File: src/rtl/block_exp_normalize_if.sv
// Stream bus for the block exponent normalizer: raw exponent beats in,
// normalized exponent beats out with the shared block exponent.
interface block_exp_normalize_if #(
    parameter int unsigned EXP_WIDTH = 4,
    parameter int unsigned LANES     = 8
);
    logic                       in_valid;
    logic                       in_ready;
    logic [LANES*EXP_WIDTH-1:0] in_exp;
    logic                       out_valid;
    logic                       out_ready;
    logic [LANES*EXP_WIDTH-1:0] out_exp;
    logic [EXP_WIDTH-1:0]       out_max_exp;
    logic                       out_last;

    // Environment side: produces input beats, consumes output beats.
    modport master (
        output in_valid, in_exp, out_ready,
        input  in_ready, out_valid, out_exp, out_max_exp, out_last
    );

    // Block side.
    modport slave (
        input  in_valid, in_exp, out_ready,
        output in_ready, out_valid, out_exp, out_max_exp, out_last
    );
endinterface

File: src/rtl/block_exp_normalize.sv
// Collects a 64-element block of exponents, finds the shared maximum and
// streams the block back as offset-relative exponents plus the maximum.
module block_exp_normalize #(
    parameter int unsigned EXP_WIDTH = 4,
    parameter int unsigned LANES     = 8
) (
    input logic                  clk,
    input logic                  rst,
    block_exp_normalize_if.slave bus
);
    localparam int unsigned BEATS  = 64 / LANES;
    localparam int unsigned CNT_W  = (BEATS > 1) ? $clog2(BEATS) : 1;
    localparam int unsigned BEAT_W = LANES * EXP_WIDTH;
    localparam int unsigned T_W    = EXP_WIDTH + 1;
    localparam int unsigned OFS    = 1 << (EXP_WIDTH - 1);
    localparam logic [CNT_W-1:0] LAST_CNT = CNT_W'(BEATS - 1);

    typedef enum logic {FILL, DRAIN} state_e;

    state_e               state_q, state_d;
    logic [CNT_W-1:0]     cnt_q, cnt_d, cnt_inc;
    logic [EXP_WIDTH-1:0] run_max_q, run_max_d, max_q, max_d;
    logic [EXP_WIDTH-1:0] beat_max, new_max;
    logic [BEAT_W-1:0]    out_exp_q, out_exp_d;
    logic                 out_valid_q, out_valid_d;
    logic                 out_last_q, out_last_d;
    logic                 in_ready_q, in_ready_d;
    logic [BEAT_W-1:0]    buf_q [BEATS];
    logic                 wr_en;
    logic                 in_hs, out_hs;

    // Per lane: zero stays zero, t = e + OFS - max, non-positive t flushes to zero.
    function automatic logic [BEAT_W-1:0] normalize(input logic [BEAT_W-1:0]    beat,
                                                    input logic [EXP_WIDTH-1:0] m);
        logic [T_W-1:0]       t;
        logic [EXP_WIDTH-1:0] e;
        normalize = '0;
        for (int k = 0; k < int'(LANES); k++) begin
            e = beat[EXP_WIDTH*k +: EXP_WIDTH];
            t = {1'b0, e} + T_W'(OFS) - {1'b0, m};
            if (e != '0 && !t[EXP_WIDTH] && t != '0) begin
                normalize[EXP_WIDTH*k +: EXP_WIDTH] = t[EXP_WIDTH-1:0];
            end
        end
    endfunction

    always_comb begin
        beat_max = '0;
        for (int k = 0; k < int'(LANES); k++) begin
            if (bus.in_exp[EXP_WIDTH*k +: EXP_WIDTH] > beat_max) begin
                beat_max = bus.in_exp[EXP_WIDTH*k +: EXP_WIDTH];
            end
        end
    end

    assign new_max = (beat_max > run_max_q) ? beat_max : run_max_q;
    assign in_hs   = bus.in_valid & in_ready_q;
    assign out_hs  = out_valid_q & bus.out_ready;
    assign cnt_inc = cnt_q + CNT_W'(1);

    // Next-state logic; the output beat registers are preloaded one beat ahead.
    always_comb begin
        state_d     = state_q;
        cnt_d       = cnt_q;
        run_max_d   = run_max_q;
        max_d       = max_q;
        out_exp_d   = out_exp_q;
        out_valid_d = out_valid_q;
        out_last_d  = out_last_q;
        in_ready_d  = in_ready_q;
        wr_en       = 1'b0;
        case (state_q)
            FILL: begin
                if (in_hs) begin
                    wr_en     = 1'b1;
                    run_max_d = new_max;
                    cnt_d     = cnt_inc;
                    if (cnt_q == LAST_CNT) begin
                        cnt_d       = '0;
                        max_d       = new_max;
                        state_d     = DRAIN;
                        in_ready_d  = 1'b0;
                        out_valid_d = 1'b1;
                        out_exp_d   = normalize((BEATS == 1) ? bus.in_exp : buf_q[0], new_max);
                        out_last_d  = (BEATS == 1);
                    end
                end
            end
            DRAIN: begin
                if (out_hs) begin
                    if (cnt_q == LAST_CNT) begin
                        cnt_d       = '0;
                        run_max_d   = '0;
                        state_d     = FILL;
                        in_ready_d  = 1'b1;
                        out_valid_d = 1'b0;
                        out_last_d  = 1'b0;
                        out_exp_d   = '0;
                    end else begin
                        cnt_d      = cnt_inc;
                        out_exp_d  = normalize(buf_q[cnt_inc], max_q);
                        out_last_d = (cnt_inc == LAST_CNT);
                    end
                end
            end
            default: state_d = FILL;
        endcase
    end

    always_ff @(posedge clk or posedge rst) begin
        if (rst) begin
            state_q     <= FILL;
            cnt_q       <= '0;
            run_max_q   <= '0;
            max_q       <= '0;
            out_exp_q   <= '0;
            out_valid_q <= 1'b0;
            out_last_q  <= 1'b0;
            in_ready_q  <= 1'b1;
        end else begin
            state_q     <= state_d;
            cnt_q       <= cnt_d;
            run_max_q   <= run_max_d;
            max_q       <= max_d;
            out_exp_q   <= out_exp_d;
            out_valid_q <= out_valid_d;
            out_last_q  <= out_last_d;
            in_ready_q  <= in_ready_d;
        end
    end

    // Exponent buffer needs no reset: every slot is written before it is read.
    always_ff @(posedge clk) begin
        if (wr_en) begin
            buf_q[cnt_q] <= bus.in_exp;
        end
    end

    assign bus.in_ready    = in_ready_q;
    assign bus.out_valid   = out_valid_q;
    assign bus.out_exp     = out_exp_q;
    assign bus.out_max_exp = max_q;
    assign bus.out_last    = out_last_q;
endmodule
File: src/flat_wrapper.sv
// flat-port wrapper written by rule: the top's interface ports become plain ports
module block_exp_normalize_flat 
#(
    parameter int unsigned EXP_WIDTH = 4,
    parameter int unsigned LANES     = 8
)
  (clk, rst, bus_in_valid, bus_in_exp, bus_out_ready, bus_in_ready, bus_out_valid, bus_out_exp, bus_out_max_exp, bus_out_last);
  block_exp_normalize_if #(.EXP_WIDTH(EXP_WIDTH), .LANES(LANES)) bus_i ();
  input logic clk;
  input logic rst;
  input wire logic [$bits(bus_i.in_valid)-1:0] bus_in_valid;
  input wire logic [$bits(bus_i.in_exp)-1:0] bus_in_exp;
  input wire logic [$bits(bus_i.out_ready)-1:0] bus_out_ready;
  output wire logic [$bits(bus_i.in_ready)-1:0] bus_in_ready;
  output wire logic [$bits(bus_i.out_valid)-1:0] bus_out_valid;
  output wire logic [$bits(bus_i.out_exp)-1:0] bus_out_exp;
  output wire logic [$bits(bus_i.out_max_exp)-1:0] bus_out_max_exp;
  output wire logic [$bits(bus_i.out_last)-1:0] bus_out_last;
  assign bus_i.in_valid = bus_in_valid;
  assign bus_i.in_exp = bus_in_exp;
  assign bus_i.out_ready = bus_out_ready;
  assign bus_in_ready = bus_i.in_ready;
  assign bus_out_valid = bus_i.out_valid;
  assign bus_out_exp = bus_i.out_exp;
  assign bus_out_max_exp = bus_i.out_max_exp;
  assign bus_out_last = bus_i.out_last;
  block_exp_normalize #(.EXP_WIDTH(EXP_WIDTH), .LANES(LANES)) u_core (.clk(clk), .rst(rst), .bus(bus_i));
endmodule
File: config.mk
export PLATFORM = sky130hd
export DESIGN_NAME = block_exp_normalize_flat
export DESIGN_NICKNAME = d
export VERILOG_FILES = /design/src/rtl/block_exp_normalize_if.sv /design/src/rtl/block_exp_normalize.sv /design/src/flat_wrapper.sv
export SDC_FILE = /design/constraint.sdc
export NUM_CORES = 1
export LEC_CHECK = 0
export BUFFER_PORTS_ARGS = -buffer_cell sky130_fd_sc_hd__buf_4
export CORE_AREA = 2 2 219 221
export CTS_CLUSTER_SIZE = 12
export DETAILED_ROUTE_END_ITERATION = 12
export DIE_AREA = 0 0 221 223
export PLACE_DENSITY_LB_ADDON = 0.25
export SYNTH_ARGS = -nofsm -noshare
export SYNTH_HDL_FRONTEND = slang
export SYNTH_SLANG_ARGS = --single-unit
export TNS_END_PERCENT = 20
File: constraint.sdc
create_clock -name clk -period 8.8 [get_ports clk]
set_clock_uncertainty 0.15 [all_clocks]
set_input_delay 1.76 -clock clk [delete_from_list [all_inputs] [get_ports clk]]
set_output_delay 1.76 -clock clk [all_outputs]
set_load 0.02 [all_outputs]
==> metrics.cfg <==
[worst_setup_path]
cpMostUsedCell=ha_4
reg2regPathDepth=14
crit_start=bus_in_exp[3]
max_stage_delay_ns=0.45
slowest_stage=fa_2
crit_required_ns=9.16
endpoint_kind=register
start_kind=input pin
cp.arrival_ns=13.91
critical_path.endpoint=u_core.bus.out_exp[20]
crit_type=in2reg
regToRegSetupSlack_ns=3.23
worst-path-max-fanout=6
regToRegStartpoint=u_core.cnt_q[0]
reg2reg_to=u_core.bus.out_exp[19]

[detailed_routing]
drt_pass1_iterations=7
vias=11100
drc=0
wl_per_cell_um=20.6
ant_nets=0
routed_wl_um=44200
drt_iter0_drc=836
avgViaCountPerCell=5.17

[synthesis]
ys_types=70
synth-edff-count=256
syn_area_per_cell_um2=13.7
ys.flop_type=edfxtp_1
synth-async-reset-ratio=0.155
syn_inst=1191
ys_warn_count=0
synth_seq_cells=303
synthesis.area_um2=16300
synth_seq_area_share=0.543
syn_nets=1379

[timing]
setup_viol=40
worst_slew_pin_slew_ns=1.02
relSlewSlack=0.322
period_minus_slack_ns=13.54
hold_violations=0
tns_ns=-173.72
rsz0062_at_grt=yes
timing.hold.ws_ns=0.341
fin_crit_sh=1.54
fmaxAchievable_mhz=73.8
worst_slack_ns=-4.74
slew_violations=0

[grt]
grt_max_degree=48
grt_usage=0.180
grt_first_pass_wirelength_um=68400
gr-total-overflow=0
grt_pass1_vias=11500
antenna_found_initial=1

[clock_tree]
htree_levels=1
root_buffer=clkbuf_16
path_clk_slew_ns=0.06
clockBufferDepth=3
clk_latency_ns=0.58
cts_buffers=31
cts_tree=built
clock-sinks=303

[floorplanning]
die_w_um=221
initial_core_util=0.346
die-height_um=223
dieArea_um2=49300
rows=80
core_region_area_um2=47100
num_io_pins=75

[flow_run]
max_cap_viol_count=0

[layout]
final_common_cell=buf_4
regArea_um2=8870
nFillCells=4201
drive_above_1_share=0.423
fin_nets=1705
multi_input_area_um2=7890
area_delta_synth_final_pct=31.1
antenna_cells=0
final_cell_mix=314 x buf_4, 256 x edfxtp_1, 111 x inv_1

[placement]
dpl.hpwl_um=30700
io_buffers=74
gp_congestion=0.854

[hold_path]
hp-class=reg2reg
worstHoldPathCells=2

[run_status]
outcome=finished with violations
failed_checks=setup timing

layout make-up:
| class | count | area share |
|---|---|---|
| clock buffer | 38 | 0.0375 |
| clock inverter | 10 | 0.00245 |
| inverter | 131 | 0.0233 |
| multi-input combinational | 724 | 0.368 |
| sequential | 303 | 0.414 |
| tap | 615 | 0.0359 |
| timing repair buffer | 326 | 0.118 |
worst min path at each step:
| stage | from | endpoint |
|---|---|---|
| 2_1_floorplan | u_core.run_max_q[1] | u_core.run_max_q[1] |
| 3_3_place_gp | u_core.bus.in_ready | u_core.bus.in_ready |
| 3_5_place_dp | u_core.bus.in_ready | u_core.bus.in_ready |
| 4_1_cts | u_core.bus.in_ready | u_core.bus.in_ready |
| 5_1_grt | u_core.bus.out_exp[3] | u_core.bus.out_exp[3] |
| 6_report | u_core.bus.in_ready | u_core.bus.in_ready |
worst max-delay path, delay by kind of cell:
family / cells / cell delay, ns
AO/OA/AOI/OAI: 29 / 4.52
buffers and inverters: 8 / 0.74
AND/OR/NAND/NOR: 19 / 2.44
adder cells (fa/ha/maj): 12 / 3.09
multiplexers: 5 / 1.38
cell families after synthesis:
kind of cell	after synthesis	share of synthesized area
simple gates	199	0.0592
mux	108	0.118
compound gates	225	0.0964
xor+xnor	37	0.0198
fa+ha+maj	155	0.126
buf+inv	164	0.0380
flops	303	0.543
stage by stage:
stage,util,instance area (um^2),worst slack [ns],instances
floorplan,-,16700,-5.13,1191
global placement,0.413,19500,-5.60,2050
detailed placement,0.413,19500,-5.85,2050
CTS,0.444,20900,-4.61,2134
global route,0.454,21400,-5.31,2147
finish,0.454,21400,-4.74,2147
metal layers:
layer  up-vias  track usage  wire (um)  share of wire
met3        52       0.0182       1750          0.040
li1       5206            -          -              -
met1      5600        0.263      21200           0.48
met5         -            0          0              0
met2       239        0.290      20300           0.46
met4         0       0.0416        928          0.021
what timing repair did:
action,4_1_cts,5_1_grt
hold buffers,0,0
pin swaps,51,52
setup buffers,36,15
resized for setup,79,68
endpoints found under the setup margin,40,40
sequential cells by signal, indices dropped and copies added (netlist names):
| signal | count |
|---|---|
| u_core.bus.out_exp | 32 |
| u_core.buf_q | 256 |
| u_core.state_q | 1 |
| u_core.cnt_q | 3 |
| u_core.run_max_q | 4 |
| u_core.bus.in_ready | 1 |
| u_core.bus.out_last | 1 |
| u_core.bus.out_valid | 1 |
| u_core.bus.out_max_exp | 4 |
synth_stat cells (all sizes together), types with 3 or more instances:
| cell type | n | share of area |
|---|---|---|
| edfxtp | 256 | 0.47 |
| ha | 136 | 0.10 |
| inv | 131 | 0.030 |
| a21oi | 70 | 0.023 |
| mux4 | 64 | 0.088 |
| nor2 | 64 | 0.015 |
| dfrtp | 46 | 0.070 |
| nand2 | 42 | 0.0097 |
| mux2 | 33 | 0.023 |
| xnor2 | 30 | 0.016 |
| clkbuf | 25 | 0.0057 |
| o21ai | 24 | 0.0076 |
| a21o | 22 | 0.010 |
| o21a | 22 | 0.010 |
| nor3 | 20 | 0.0061 |
| fa | 16 | 0.020 |
| nor4 | 15 | 0.0057 |
| o221ai | 13 | 0.0070 |
| nand2b | 12 | 0.0046 |
| mux2i | 11 | 0.0067 |
| a22oi | 10 | 0.0046 |
| a211oi | 8 | 0.0037 |
| a221o | 8 | 0.0049 |
| buf | 8 | 0.0021 |
| nand3 | 8 | 0.0025 |
| or3 | 8 | 0.0031 |
| xor2 | 7 | 0.0038 |
| a41oi | 6 | 0.0032 |
| or4 | 6 | 0.0028 |
| a31oi | 5 | 0.0019 |
| and2 | 5 | 0.0019 |
| a311o | 4 | 0.0025 |
| nand4 | 4 | 0.0015 |
| nor2b | 4 | 0.0015 |
| o211ai | 4 | 0.0021 |
| or2 | 4 | 0.0015 |
| a311oi | 3 | 0.0016 |
| a31o | 3 | 0.0016 |
| maj3 | 3 | 0.0018 |
| o2bb2ai | 3 | 0.0016 |
| o31ai | 3 | 0.0014 |
Power is left out: the tool's default activity adds up to more than one toggle a clock period on the data nets, which glitch-free logic cannot reach.
